==> src/rtl/ahb_slave_if_if.sv <==
// Signal bundle between the AHB master and the slave front-end,
// plus the simple req/ack backend bus driven by the slave.
interface ahb_slave_if_if;
  logic        hwrite;
  logic        hreadyin;
  logic [1:0]  htrans;
  logic [31:0] haddr;
  logic [31:0] hwdata;
  logic        hreadyout;
  logic [1:0]  hresp;
  logic [31:0] hrdata;
  logic        be_req;
  logic        be_write;
  logic [31:0] be_addr;
  logic [31:0] be_wdata;
  logic [2:0]  be_sel;
  logic        be_ack;
  logic [31:0] be_rdata;

  modport slave (
    input  hwrite, hreadyin, htrans,
    input  haddr, hwdata,
    input  be_ack, be_rdata,
    output hreadyout, hresp, hrdata,
    output be_req, be_write, be_addr,
    output be_wdata, be_sel
  );

  modport master (
    output hwrite, hreadyin, htrans,
    output haddr, hwdata,
    output be_ack, be_rdata,
    input  hreadyout, hresp, hrdata,
    input  be_req, be_write, be_addr,
    input  be_wdata, be_sel
  );
endinterface

==> src/rtl/ahb_slave_if.sv <==
// AHB-Lite slave front-end: decodes three regions, turns each
// accepted transfer into one backend req/ack, errors unmapped ones.
// Ports: hclk, hreset (sync, active-high), bus (slave modport:
//   AHB hwrite/hreadyin/htrans/haddr/hwdata -> hreadyout/hresp/hrdata,
//   backend be_req/be_write/be_addr/be_wdata/be_sel <- be_ack/be_rdata).
// Optional: WAIT_TIMEOUT_EN aborts a REQ with ERROR after
//   TIMEOUT_CYCLES cycles without be_ack.
module ahb_slave_if #(
  parameter int TIMEOUT_CYCLES = 16
) (
  input  logic          hclk,
  input  logic          hreset,
  ahb_slave_if_if.slave bus
);

  typedef enum logic [2:0] {
    S_IDLE,
    S_DP,
    S_REQ,
    S_DONE,
    S_ERR1,
    S_ERR2
  } state_t;

  state_t      state;
  state_t      nxt;
  logic [2:0]  sel;
  logic        rdy;
  logic        active;
  logic        valid;
  logic        accept;
  logic [1:0]  hresp_c;
  logic [31:0] hrdata_q;
  logic        req_q;
  logic        write_q;
  logic [31:0] addr_q;
  logic [31:0] wdata_q;
  logic [2:0]  sel_q;
  logic        unused_htrans0;

`ifdef WAIT_TIMEOUT_EN
  localparam int TW = $clog2(TIMEOUT_CYCLES + 1);
  logic [TW-1:0] tcnt;
  logic          tmo;
  assign tmo = (tcnt == TW'(TIMEOUT_CYCLES - 1));
`endif

  assign unused_htrans0 = bus.htrans[0];

  always_comb begin
    sel = 3'b000;
    unique case (bus.haddr[31:26])
      6'b100000: sel = 3'b001;
      6'b100001: sel = 3'b010;
      6'b100010: sel = 3'b100;
      default:   sel = 3'b000;
    endcase
  end

  // Ready depends on state only, so it can gate "active" safely.
  assign rdy = (state == S_IDLE) ||
               (state == S_DONE) ||
               (state == S_ERR2);

  assign active = bus.hreadyin & rdy & bus.htrans[1];
  assign valid  = active & (sel != 3'b000);
  // ERR2 is ready but drops any transfer sampled there.
  assign accept = valid &
                  ((state == S_IDLE) || (state == S_DONE));

  always_comb begin
    nxt     = state;
    hresp_c = 2'b00;
    unique case (state)
      S_IDLE, S_DONE: begin
        if (valid)       nxt = S_DP;
        else if (active) nxt = S_ERR1;
        else             nxt = S_IDLE;
      end
      S_DP: nxt = S_REQ;
      S_REQ: begin
        if (bus.be_ack) nxt = S_DONE;
`ifdef WAIT_TIMEOUT_EN
        else if (tmo)   nxt = S_ERR1;
`endif
      end
      S_ERR1: begin
        hresp_c = 2'b01;
        nxt     = S_ERR2;
      end
      S_ERR2: begin
        hresp_c = 2'b01;
        nxt     = S_IDLE;
      end
      default: nxt = S_IDLE;
    endcase
  end

  always_ff @(posedge hclk) begin
    if (hreset) begin
      state    <= S_IDLE;
      hrdata_q <= '0;
      req_q    <= 1'b0;
      write_q  <= 1'b0;
      addr_q   <= '0;
      wdata_q  <= '0;
      sel_q    <= '0;
    end else begin
      state <= nxt;
      req_q <= (nxt == S_REQ);
      if (accept) begin
        addr_q  <= bus.haddr;
        write_q <= bus.hwrite;
        sel_q   <= sel;
      end
      if (state == S_DP && write_q)
        wdata_q <= bus.hwdata;
      if (state == S_REQ && bus.be_ack && !write_q)
        hrdata_q <= bus.be_rdata;
    end
  end

`ifdef WAIT_TIMEOUT_EN
  always_ff @(posedge hclk) begin
    if (hreset)
      tcnt <= '0;
    else if (state == S_DP)
      tcnt <= '0;
    else if (state == S_REQ && !bus.be_ack)
      tcnt <= tcnt + TW'(1);
  end
`endif

  assign bus.hreadyout = rdy;
  assign bus.hresp     = hresp_c;
  assign bus.hrdata    = hrdata_q;
  assign bus.be_req    = req_q;
  assign bus.be_write  = write_q;
  assign bus.be_addr   = addr_q;
  assign bus.be_wdata  = wdata_q;
  assign bus.be_sel    = sel_q;

endmodule

==> src/flat_wrapper.sv <==
// flat-port wrapper written by rule: the top's interface ports become plain ports
module ahb_slave_if_flat 
#(
  parameter int TIMEOUT_CYCLES = 16
)
  (hclk, hreset, bus_hwrite, bus_hreadyin, bus_htrans, bus_haddr, bus_hwdata, bus_be_ack, bus_be_rdata, bus_hreadyout, bus_hresp, bus_hrdata, bus_be_req, bus_be_write, bus_be_addr, bus_be_wdata, bus_be_sel);
  ahb_slave_if_if bus_i ();
  input  logic hclk;
  input  logic hreset;
  input wire logic [$bits(bus_i.hwrite)-1:0] bus_hwrite;
  input wire logic [$bits(bus_i.hreadyin)-1:0] bus_hreadyin;
  input wire logic [$bits(bus_i.htrans)-1:0] bus_htrans;
  input wire logic [$bits(bus_i.haddr)-1:0] bus_haddr;
  input wire logic [$bits(bus_i.hwdata)-1:0] bus_hwdata;
  input wire logic [$bits(bus_i.be_ack)-1:0] bus_be_ack;
  input wire logic [$bits(bus_i.be_rdata)-1:0] bus_be_rdata;
  output wire logic [$bits(bus_i.hreadyout)-1:0] bus_hreadyout;
  output wire logic [$bits(bus_i.hresp)-1:0] bus_hresp;
  output wire logic [$bits(bus_i.hrdata)-1:0] bus_hrdata;
  output wire logic [$bits(bus_i.be_req)-1:0] bus_be_req;
  output wire logic [$bits(bus_i.be_write)-1:0] bus_be_write;
  output wire logic [$bits(bus_i.be_addr)-1:0] bus_be_addr;
  output wire logic [$bits(bus_i.be_wdata)-1:0] bus_be_wdata;
  output wire logic [$bits(bus_i.be_sel)-1:0] bus_be_sel;
  assign bus_i.hwrite = bus_hwrite;
  assign bus_i.hreadyin = bus_hreadyin;
  assign bus_i.htrans = bus_htrans;
  assign bus_i.haddr = bus_haddr;
  assign bus_i.hwdata = bus_hwdata;
  assign bus_i.be_ack = bus_be_ack;
  assign bus_i.be_rdata = bus_be_rdata;
  assign bus_hreadyout = bus_i.hreadyout;
  assign bus_hresp = bus_i.hresp;
  assign bus_hrdata = bus_i.hrdata;
  assign bus_be_req = bus_i.be_req;
  assign bus_be_write = bus_i.be_write;
  assign bus_be_addr = bus_i.be_addr;
  assign bus_be_wdata = bus_i.be_wdata;
  assign bus_be_sel = bus_i.be_sel;
  ahb_slave_if #(.TIMEOUT_CYCLES(TIMEOUT_CYCLES)) u_core (.hclk(hclk), .hreset(hreset), .bus(bus_i));
endmodule
==> config.mk <==
export PLATFORM = sky130hd
export DESIGN_NAME = ahb_slave_if_flat
export DESIGN_NICKNAME = d
export VERILOG_FILES = /design/src/rtl/ahb_slave_if_if.sv /design/src/rtl/ahb_slave_if.sv /design/src/flat_wrapper.sv
export SDC_FILE = /design/constraint.sdc
export NUM_CORES = 1
export LEC_CHECK = 0
export CAP_MARGIN = 20
export CORE_MARGIN = 2
export CORE_UTILIZATION = 40
export CTS_BUF_LIST = sky130_fd_sc_hd__clkbuf_16
export DETAILED_ROUTE_END_ITERATION = 7
export MAX_ROUTING_LAYER = met4
export PLACE_DENSITY = 0.85
export SLEW_MARGIN = 30
export SYNTH_ARGS = -nofsm -noshare
export SYNTH_HDL_FRONTEND = slang
export SYNTH_SLANG_ARGS = --single-unit
==> constraint.sdc <==
create_clock -name hclk -period 1.78 [get_ports hclk]
set_clock_uncertainty 0.1 [all_clocks]
set_input_delay 0.445 -clock hclk [delete_from_list [all_inputs] [get_ports hclk]]
set_output_delay 0.445 -clock hclk [all_outputs]
set_load 0.03 [all_outputs]
==> results.md <==
- Final setup fails: 0
- Post-synth EDFFs: 0
- Fraction of layout cells with a size suffix above 1: 9.55%
- Arr. time, crit path: approximately 1.2 ns
- GRT Util Overall: between 20% and 30%
- Final Max Tran Viols: 0
- Crit path launch type: flip-flop
- Post-synthesis sequential area ratio: between 50% and 60%
- PortBufs: 204
- Area share of the largest cell type after synthesis: between 50% and 60%
- Chip Width: around 110 um
- Dpl cells: around 800
- Worst EP required: approximately 1.2 ns
- Cells after Synth: 464
- Area after DPL: between 6000 and 7000 um2
- R2R cell count: 6
- # DRC: 0
- Die ar.: between 10000 and 15000 um2
- CP endpoint kind: output port
- GP Congestion: approximately 0.78
- Tcrit/Tclk final: between 90% and 100%
- H-Tree Depth: 3
- Synth area leaders: dfxtp_1, nand2b_1, a21oi_1
- Hold Path Depth: 2
- Yosys warnings: 0
- Main synth FF type: dfxtp_1
- Tightest Pin Transition: between 0.5 and 0.6 ns
- Fin area: 6740 um2
- Vias per cell: around 5
- RSZ-0062 raised after global routing: yes
- Cells along the critical path: xor2_2 -> o21ai_2 -> buf_12
- CTS buffer count: 9
- Worst Path Max Fanout: 7
- Leakage: approximately 2.9 nW
- Io pins: around 210
- Synthesized cell area: approximately 4200 um2
- Vias in the first global route: between 3000 and 4000
- Gr ovfl total: 0
- Post-Syn Area per Cell: between 8 and 9 um2
- TritonCTS clock tree: built
- DRT iter0 DRCs: about 250
- Router iterations before antenna repair: 7
- Initial antenna violation count: 1
- Worst reg2reg endpoint: u_core.bus.be_addr[30]
- Critical path's slowest cell: dfxtp_4
- WS Path Type: flip-flop to output port
- Period minus WS final: around 1.8 ns
- Avg WL per Cell: about 15 um
- Asr flop ratio synth: 0%
- Max-Cap Viols: 0
- R2r startpoint: u_core.state[2]
- Antenna Nets Post-Route: 0
- Clk_lat worst skew: between 0.3 and 0.4 ns
- Core area: roughly 10000 um2
- WHS Endpoint: u_core.bus.be_addr[31]
- Most frequent cell after synthesis: dfxtp_1
- Syn_nets: around 570
- Final wirelength: ~12 mm
- Power Total: approximately 0.0049 W
- Starting Density: between 40 and 50%
- Final Hold Vio Count: 0
- Hold WC Path Type: flip-flop to flip-flop
- Hold_sp: u_core.bus.be_addr[31]
- Cell variety after synth: 34
- VDD IR-drop max: roughly 0.00056 V
- PwrDens: approximately 730 nW/um2
- Area growth from synthesis to layout: 62.1%
- Clock slew at reported path FFs: around 0.070 ns
- Max frequency: about 560 MHz
- Clock Sinks: around 100
- Synth Register Bits: around 100
- Rows: 37
- DP HPWL: ~8.5 mm
- CTS root buf: clkbuf_16
- Max clock buf depth: 2
- Synth cell count leaders: dfxtp_1, a21oi_1, nand2_1, nand2b_1, o21ai_0
- Cell accounting for the most synthesized area: dfxtp_1
- Post-Layout Cell Count: slightly above 800
- Final #Nets: 768
- Reg2reg setup slack: 0.15 ns
- First-pass GRT wire length: roughly 19 mm
- Largest net degree at the start of global routing: 43
- Status: completed
- Util after Layout: 66.2%
- Via count: 3966
- Height of the die: 106 um
- Crit path largest cell delay: approximately 0.38 ns
- Slew HR: 65.3%
- CTS Hold Bufs: 0
==> area by class of cell <==
type,count,area (um2)
inverter,2,7.51
multi-input combinational,316,1860
clock inverter,7,72.6
tap,136,170
antenna,1,2.50
timing repair buffer,232,2310
fill,853,3450
clock buffer,9,225
sequential,104,2090
==> sequential cells by signal (all words and copies together), names as in the netlist <==
register and flops:
u_core.bus.be_addr 32, u_core.state 3, u_core.bus.be_write 1, u_core.bus.be_wdata 32, u_core.bus.be_sel 3, u_core.bus.hrdata 32, u_core.bus.be_req 1
==> repair_timing <==
action,CTS,global route
buffers inserted,0,7
hold endpoints to repair,0,0
resized for setup,108,8
setup endpoints to repair,112,16
cloned,0,4
pin swaps,0,2
==> routing by layer <==
layer | routed length (um) | share of wire [%] | vias up | GRT usage (%)
met3 | 768 | 6.3 | 22 | 4.66
met1 | 4940 | 41 | 1841 | 24.3
met5 | 0 | 0 | - | -
met2 | 6170 | 51 | 152 | 37.5
li1 | - | - | 1951 | -
met4 | 238 | 2.0 | 0 | 7.52
==> critical path, delay by kind of cell, from the launching register on <==
kind / cells / cell delay, ns
AO/OA/AOI/OAI: 1 / 0.17
flip-flops: 1 / 0.38
XOR/XNOR: 1 / 0.19
buffers and inverters: 1 / 0.14
==> cells in the final DEF (no fill, tap or decap), types with 2 or more instances in the layout <==
cell type,n
dlymetal6s2s_1,3
clkbuf_16,12
nand4_1,2
clkdlybuf4s50_1,97
o21ai_0,32
buf_12,10
dfxtp_4,3
nor2_1,2
dlygate4sd2_1,101
buf_6,2
clkinvlp_4,4
a21oi_1,66
nand3_1,32
buf_4,16
dfxtp_1,101
nand2_1,65
mux2i_1,30
nor3b_2,3
nand3b_1,3
nand2b_1,61
==> power by group <==
part | internal [W] | total (W) | switching (W)
Sequential | 0.00235 | 0.00237 | 0.0000208
Clock | 0.00109 | 0.00195 | 0.000862
Combinational | 0.000358 | 0.000624 | 0.000267
==> through the flow <==
step,TNS (ns),hold WS [ns],worst slack [ns]
global route,-0.0177,0.374,-0.0177
floorplan,0,0.422,0.167
finish,0,0.351,0.00790
global placement,-12.17,0.335,-0.355
detailed placement,-12.18,0.345,-0.368
CTS,-0.0121,0.351,-0.0103
==> worst max path at each step <==
stage	end	cells past startpoint	startpoint
6_report	bus_hreadyout	3	u_core.state[0]
5_1_grt	bus_hreadyout	3	u_core.state[0]
4_1_cts	bus_hreadyout	3	u_core.state[0]
3_5_place_dp	u_core.bus.be_addr[6]	5	bus_haddr[28]
3_3_place_gp	u_core.bus.be_addr[7]	5	bus_haddr[28]
2_1_floorplan	bus_hreadyout	3	u_core.state[0]
==> cells by family (layout without fill, tap and decap cells) <==
| logic type | count (synthesis) | in the layout | share of synthesized area, % |
|---|---|---|---|
| compound gates | 103 | 103 | 12.7 |
| flops | 104 | 104 | 50.1 |
| xor+xnor | 2 | 2 | 0.602 |
| other cells | 1 | 2 | 0.0902 |
| simple gates | 179 | 179 | 23.3 |
| buf+inv | 44 | 250 | 5.78 |
| mux | 31 | 31 | 7.46 |
Power figures use the tool's default switching activity.
